<file path="src/rtl/act_stream_seq.sv">
// rtl/act_stream_seq.sv - int8 activation burst sequencer with shared activation units
//
// act_stream_seq: accepts a command (function, burst length), then streams
// cmd_len int8 elements from in_* to out_* through one registered stage,
// applying the selected activation. done pulses for one cycle after the burst.
//   clk, rst_n                         clock, async active-low reset
//   cmd_valid/cmd_ready/cmd_func/cmd_len  command handshake
//   in_valid/in_ready/in_data          input element stream
//   out_valid/out_ready/out_data/out_last result stream
//   busy, done                         status
//
// Activation units (combinational, int8 in / int8 out):
//   relu_int8       max(x, 0)
//   relu6_int8      min(max(x, 0), 6)
//   leakyrelu_int8  x >= 0 ? x : floor(x / 4)
//   tanh_int8       hard-tanh: clamp(4x, -127, 127)
//   gelu_int8       x <= 0 ? 0 : (x < 16 ? floor(x*x/16) : x)

module relu_int8 (
  input  logic [7:0] a,
  output logic [7:0] y
);
  assign y = a[7] ? 8'd0 : a;
endmodule

module relu6_int8 (
  input  logic [7:0] a,
  output logic [7:0] y
);
  // Non-negative values compare correctly as unsigned.
  assign y = a[7] ? 8'd0 : ((a > 8'd6) ? 8'd6 : a);
endmodule

module leakyrelu_int8 (
  input  logic [7:0] a,
  output logic [7:0] y
);
  // Arithmetic shift right by 2 gives floor(x/4) for negative x.
  assign y = a[7] ? {a[7], a[7], a[7:2]} : a;
endmodule

module tanh_int8 (
  input  logic [7:0] a,
  output logic [7:0] y
);
  logic signed [7:0] s;
  assign s = a;
  // Inside [-31, 31] the 4x slope still fits in int8; outside it saturates
  // symmetrically to +/-127.
  assign y = (s > 8'sd31)  ? 8'h7f :
             (s < -8'sd31) ? 8'h81 :
             {a[5:0], 2'b00};
endmodule

module gelu_int8 (
  input  logic [7:0] a,
  output logic [7:0] y
);
  logic [7:0] sq;
  // Quadratic knee below 16 meets the identity line exactly at x = 16.
  assign sq = {4'd0, a[3:0]} * {4'd0, a[3:0]};
  assign y  = (a[7] || (a == 8'd0)) ? 8'd0 :
              (a < 8'd16)           ? {4'd0, sq[7:4]} :
              a;
endmodule

module act_stream_seq #(
  parameter int LEN_W = 16
) (
  input  logic             clk,
  input  logic             rst_n,
  input  logic             cmd_valid,
  output logic             cmd_ready,
  input  logic [2:0]       cmd_func,
  input  logic [LEN_W-1:0] cmd_len,
  input  logic             in_valid,
  output logic             in_ready,
  input  logic [7:0]       in_data,
  output logic             out_valid,
  input  logic             out_ready,
  output logic [7:0]       out_data,
  output logic             out_last,
  output logic             busy,
  output logic             done
);
  typedef enum logic [1:0] {IDLE, RUN, FIN} state_t;

  localparam logic [LEN_W-1:0] LEN_ONE = {{(LEN_W-1){1'b0}}, 1'b1};

  state_t           state, state_nxt;
  logic [2:0]       func_q;
  logic [LEN_W-1:0] len_q;
  logic [LEN_W-1:0] in_cnt;
  logic [LEN_W-1:0] out_cnt;

  logic [7:0] y_relu, y_relu6, y_leaky, y_tanh, y_gelu, act_y;
  logic       in_hs, out_hs, cmd_hs;

  relu_int8      u_relu  (.a(in_data), .y(y_relu));
  relu6_int8     u_relu6 (.a(in_data), .y(y_relu6));
  leakyrelu_int8 u_leaky (.a(in_data), .y(y_leaky));
  tanh_int8      u_tanh  (.a(in_data), .y(y_tanh));
  gelu_int8      u_gelu  (.a(in_data), .y(y_gelu));

  always_comb begin
    act_y = in_data;
    case (func_q)
      3'd0:    act_y = y_relu;
      3'd1:    act_y = y_relu6;
      3'd2:    act_y = y_leaky;
      3'd3:    act_y = y_tanh;
      3'd4:    act_y = y_gelu;
      default: act_y = in_data;
    endcase
  end

  assign cmd_hs = cmd_valid && cmd_ready;
  assign in_hs  = in_valid && in_ready;
  assign out_hs = out_valid && out_ready;

  always_ff @(posedge clk or negedge rst_n) begin
    if (!rst_n) state <= IDLE;
    else        state <= state_nxt;
  end

  always_comb begin
    state_nxt = state;
    cmd_ready = 1'b0;
    in_ready  = 1'b0;
    busy      = 1'b0;
    done      = 1'b0;
    case (state)
      IDLE: begin
        cmd_ready = 1'b1;
        if (cmd_valid) state_nxt = (cmd_len == '0) ? FIN : RUN;
      end
      RUN: begin
        busy     = 1'b1;
        // A new element may enter only if the output register is free or
        // being drained this cycle.
        in_ready = (in_cnt < len_q) && (!out_valid || out_ready);
        if (out_hs && out_last) state_nxt = FIN;
      end
      FIN: begin
        done      = 1'b1;
        state_nxt = IDLE;
      end
      default: state_nxt = IDLE;
    endcase
  end

  always_ff @(posedge clk or negedge rst_n) begin
    if (!rst_n) begin
      func_q    <= 3'd0;
      len_q     <= '0;
      in_cnt    <= '0;
      out_cnt   <= '0;
      out_valid <= 1'b0;
      out_data  <= 8'd0;
      out_last  <= 1'b0;
    end else begin
      if (cmd_hs) begin
        func_q  <= cmd_func;
        len_q   <= cmd_len;
        in_cnt  <= '0;
        out_cnt <= '0;
      end
      if (in_hs) begin
        out_data  <= act_y;
        out_valid <= 1'b1;
        out_last  <= (in_cnt == len_q - LEN_ONE);
        in_cnt    <= in_cnt + LEN_ONE;
      end else if (out_hs) begin
        out_valid <= 1'b0;
      end
      if (out_hs) out_cnt <= out_cnt + LEN_ONE;
    end
  end
endmodule

</file>
<file path="config.mk">
export PLATFORM = sky130hd
export DESIGN_NAME = act_stream_seq
export DESIGN_NICKNAME = d
export VERILOG_FILES = /design/src/rtl/act_stream_seq.sv
export SDC_FILE = /design/constraint.sdc
export NUM_CORES = 1
export LEC_CHECK = 0
export BUFFER_PORTS_ARGS = -buffer_cell sky130_fd_sc_hd__buf_4
export CAP_MARGIN = 10
export CORE_MARGIN = 5
export CORE_UTILIZATION = 30
export CTS_CLUSTER_DIAMETER = 150
export DETAILED_ROUTE_END_ITERATION = 8
export GPL_ROUTABILITY_DRIVEN = 0
export PLACE_DENSITY = 0.58
export SLEW_MARGIN = 5
export SYNTH_ARGS = -nofsm -noshare
export SYNTH_HDL_FRONTEND = slang
export SYNTH_HIERARCHICAL = 1
export SYNTH_SLANG_ARGS = --single-unit
</file>
<file path="constraint.sdc">
create_clock -name clk -period 2.17 [get_ports clk]
set_input_delay 0.434 -clock clk [delete_from_list [all_inputs] [get_ports clk]]
set_output_delay 0.434 -clock clk [all_outputs]
set_load 0.05 [all_outputs]
</file>
# After elaboration in Yosys (flattened, before gate mapping)
# Index checks and enable logic that the tools add are counted.
# classes
muxes	21
n_div	0
n_bitwise	0
mul	1
shift	0
magnitude_cmp	5
add_sub_neg	2
eq_ne	9
n_reduce_logical	15
# ops
op	count
8-bit two-way mux	6
8-bit one-hot mux with 5 select lines	1
16-bit two-way mux	2
16-bit by 1-bit adder with 16-bit output (second input constant)	1
16-bit equality test	1
16-bit zero test	1
16-bit less-than comparator	1
16-bit by 1-bit subtractor with 16-bit output (second input constant)	1
7-bit two-way mux	2
8-bit by 3-bit > comparator with 1-bit output (second input constant)	1
8-bit by 6-bit > comparator with 1-bit output (second input constant)	1
8-bit zero test	1
8-bit by 5-bit less-than comparator with 1-bit output (second input constant)	1
8-bit by 6-bit less-than comparator with 1-bit output (second input constant)	1
4-bit by 4-bit multiplier with 8-bit output	1
3-bit by 2-bit equality test with 1-bit output (second input constant)	2
1-bit two-way mux	6
2-bit two-way mux	3
1-bit logical AND	5
2-bit inequality test (second input constant)	2
2-bit one-hot mux with 2 select lines	1
2-bit nonzero test	2
3-bit by 1-bit equality test with 1-bit output (second input constant)	1
3-bit equality test (second input constant)	1
other kinds (7)	8
# word_totals
rom_bits	0
latch_bits	0
reg_bits	47
memories	0
ramBits	0
wordCells	60

# Depth between registers and ports, before layout
# logic_depth
depth_word	6
depth_mapped	11
ltp_nobuf	11

# Hierarchy
# Netlist, hierarchy kept.
# modules_own_cells
mod	cells_each	n_inst	area_each_um2
act_stream_seq	367	1	3425.8
gelu_int8	42	1	277.8
tanh_int8	24	1	146.4
leakyrelu_int8	9	1	106.4
relu6_int8	13	1	85.1
relu_int8	9	1	55.1

# Least setup slack after synthesis
# OpenSTA, ideal clock, no wires.
# synth_timing
path_kind	register -> output
startpoint	register state[1]
endpoint	output in_ready
required_time_ns	1.736
arrival_time_ns	2.370
stages_incl_launch_ff	5
setup_slack_ns	-0.634
cell_sequence	dfrtp_1 -> and2b_1 -> nand3_1 -> a211oi_1 -> a21boi_0
# synth_via
elab_chain_cells	2
# synth_rtl
element	line	rtl
from (decl)	90	state_t state, state_nxt;
from (signal assigned)	123	else state <= state_nxt;
2-bit by 1-bit equality test with 1-bit output	132	case (state)
1-bit two-way mux	132	
to (decl)	77	output logic in_ready,
# Every way passes these cells.

# Final worst setup path
# layout_timing
startpoint	register len_q[15]
endpoint	output in_ready
# layout_via
elab_chain_cells	3
# layout_rtl
element	line	rtl
from (decl)	92	logic [LEN_W-1:0] len_q;
from (signal assigned)	164	len_q <= cmd_len;
16-bit less-than comparator	141	in_ready = (in_cnt < len_q) && (!out_valid || out_ready);
1-bit logical AND	141	
1-bit two-way mux	132	
# Every way passes these cells.

==> reports/results.tsv <==
metric	value	unit
cts_made_buffers	5	
pin_count	46	
wl_per_cell	15.6	um
die_area	0.0161	sq mm
ys_async_sr_fraction	100	%
portBuffers	45	
power.density	905	mW/mm^2
cp.depth	8	
ant_nets	0	
critPathMaxFanout	3	
core-area	0.0133	sq mm
setup_viol	20	
crit_path_cell_trace	inv_2, ha_4, a21oi_1, nand3_1, buf_4, a211oi_2, a21boi_4, buf_6	
dpl_worst_slack	-284	ps
skew	10.2	ps
p_leak	2.54	nW
clock-sinks	47	
worst_slack	-278	ps
worst_pin_slew	645	ps
nFillCells	1281	
grt_pass1_wl	18800	um
chipHeight	127	um
area_growth	38.8	%
p_total	0.00515	W
drc_errors	0	
grt_max_degree	48	
violations	negative setup slack	
multi_input_area	0.00301	sq mm
num_rows	42	
initial_utilization	30.8	%
grt-ovfl-total	0	
worst_skew_pair.late_latency	300	ps
synthFlopType	dfrtp_1	
max_stage_delay	390	ps
synth.distinct_cells	71	
syn_inst	464	
tritoncts	built	
drive_gt1_share	42.6	%
grt_usage	14.3	%
antenna_found_initial	0	
end_kind	output pin	
synth_area_leaders	dfrtp_1, mux2_2, ha_1	
fmax	408	MHz
startpoint_type	register	
crit_arrival	2010	ps
yosysMostFrequentCell	dfrtp_1	
hold_viol	0	
cp_top_family	compound AO/OA/AOI/OAI gates	
critPathSlowestCell	dfrtp_1	
min_period_over_period	113	%
drt_pre_antenna_iters	4	
nets	625	
ff_latch_area	0.00118	sq mm
vias	3809	
n_antenna_cell	0	
viasPerCell	5.09	
crit_buf_inv	3	
clockBufferDepth	2	
path_clk_slew	70	ps
relSlewSlack	57.0	%
htreeDepth	2	
synth_top_area_share	28.7	%
synth_edf_count	0	
rsz0062_at_grt	true	
synth_largest_area_cell	dfrtp_1	
avgSynthCellArea	8.83	sq um
dp_hpwl	8530	um
die_w	127	um
first_iter_violations	210	
yosysSeqAreaShare	28.7	%
synth.top_cells.by_count	dfrtp_1, nand2_1, inv_1, mux2_2, o21ai_0	
grt_pass1_vias	3750	
period_needed	2450	ps
maxCapViolations	0	
clockRootBuffer	clkbuf_16	
netlist_area	0.00410	sq mm
ys_ff_latch	47	
vdd_drop_max	0.368	mV
critical_path_class	reg2out	
routed_wl	11700	um
finalMaxSlewViolations	0	
hp-class	in2async	
ys_warn_count	6	
status	finished with violations	
worstPathRequired	1740	ps
reg2reg_depth	9	
==> per-layer routing <==
| layer | routed length, um | GRT usage (%) | vias to the layer above |
|---|---|---|---|
| li1 | - | - | 1892 |
| met1 | 5320 | 18.5 | 1850 |
| met2 | 5780 | 24.4 | 59 |
| met3 | 443 | 2.65 | 8 |
| met4 | 124 | 3.66 | 0 |
| met5 | 0 | 0 | - |
==> repair_timing <==
item                                    in CTS  in global routing
pin swaps                                   11                 11
cloned                                       1                  1
hold buffers                                 0                  0
setup buffers                                5                  2
gates resized for setup                     31                 44
endpoints found under the setup margin      26                 27
==> sequential cells by signal (all words and copies together) (netlist names) <==
name       cells
state          2
out_last       1
len_q         16
out_data       8
in_cnt        16
func_q         3
out_valid      1
==> cells by family (layout without fill, tap and decap cells) <==
| kind of cell | Yosys count | count (layout) | synth area share, % |
|---|---|---|---|
| simple gates | 161 | 162 | 21.6 |
| mux | 46 | 46 | 13.9 |
| other cells | 3 | 7 | 0.275 |
| flops | 47 | 47 | 28.7 |
| buf+inv | 60 | 164 | 7.09 |
| xor+xnor | 21 | 21 | 4.49 |
| compound gates | 105 | 105 | 17.5 |
| fa+ha+maj | 21 | 21 | 6.41 |
==> report_power, final <==
group,switching (W),internal [W]
logic,0.00150,0.00142
registers,0.000287,0.00112
clock network,0.000363,0.000462
==> final timing paths <==
kind | start | end | slack (ps)
max in group asynchronous | rst_n | len_q[7] | 1560
setup reg to reg | len_q[11] | out_last | -250
setup / recovery | len_q[15] | in_ready | -280
hold / removal | rst_n | len_q[3] | 160
hold reg to reg | out_data[0] | out_data[0] | 490
min in group clk | cmd_func[2] | func_q[2] | 370
==> stage by stage <==
step | hold WS [ps] | setup TNS [ps] | cell area (sq um) | util (%) | instances
floorplan | 138 | -304 | 4220 | - | 468
global placement | 468 | -2350 | 5140 | 38.7 | 732
detailed placement | 476 | -3760 | 5140 | 38.7 | 732
CTS | 183 | -1390 | 5520 | 41.5 | 746
global route | 216 | -3960 | 5690 | 42.8 | 749
finish | 159 | -1860 | 5690 | 42.8 | 749
==> final cells by class <==
| type | instances | share of cell area (%) |
|---|---|---|
| Sequential cell | 47 | 20.7 |
| Tap cell | 176 | 3.87 |
| Timing Repair Buffer | 128 | 18.0 |
| Inverter | 28 | 1.85 |
| Multi-Input combinational cell | 362 | 52.8 |
| Clock buffer | 6 | 2.44 |
| Clock inverter | 2 | 0.242 |
==> placed cells by master (no fill, tap or decap), types with 7 or more instances in the layout <==
cell type  netlist  layout
buf_4            9     120
dfrtp_1         47      46
nand2_1         38      34
mux2_2          27      27
inv_1           28      23
nor2_1          23      23
xnor2_1         16      15
a21oi_1         21      13
ha_1            21      13
o21ai_0         24      12
nor2b_1         11      10
nand3_1         13      10
o21ai_1          0      10
mux2i_1         10      10
nor3_1          17      10
a211o_1          9       9
a21oi_2          0       8
nor4_1          11       8
ha_4             0       8
conb_1           3       7
==> worst register-to-register path: cells and delay by family (launching register included) <==
family	cells	cell delay [ps]
AO/OA/AOI/OAI	6	1460
flip-flops	1	390
buffers and inverters	2	250
adder cells (fa/ha/maj)	1	220
Power figures use the tool's default switching activity.
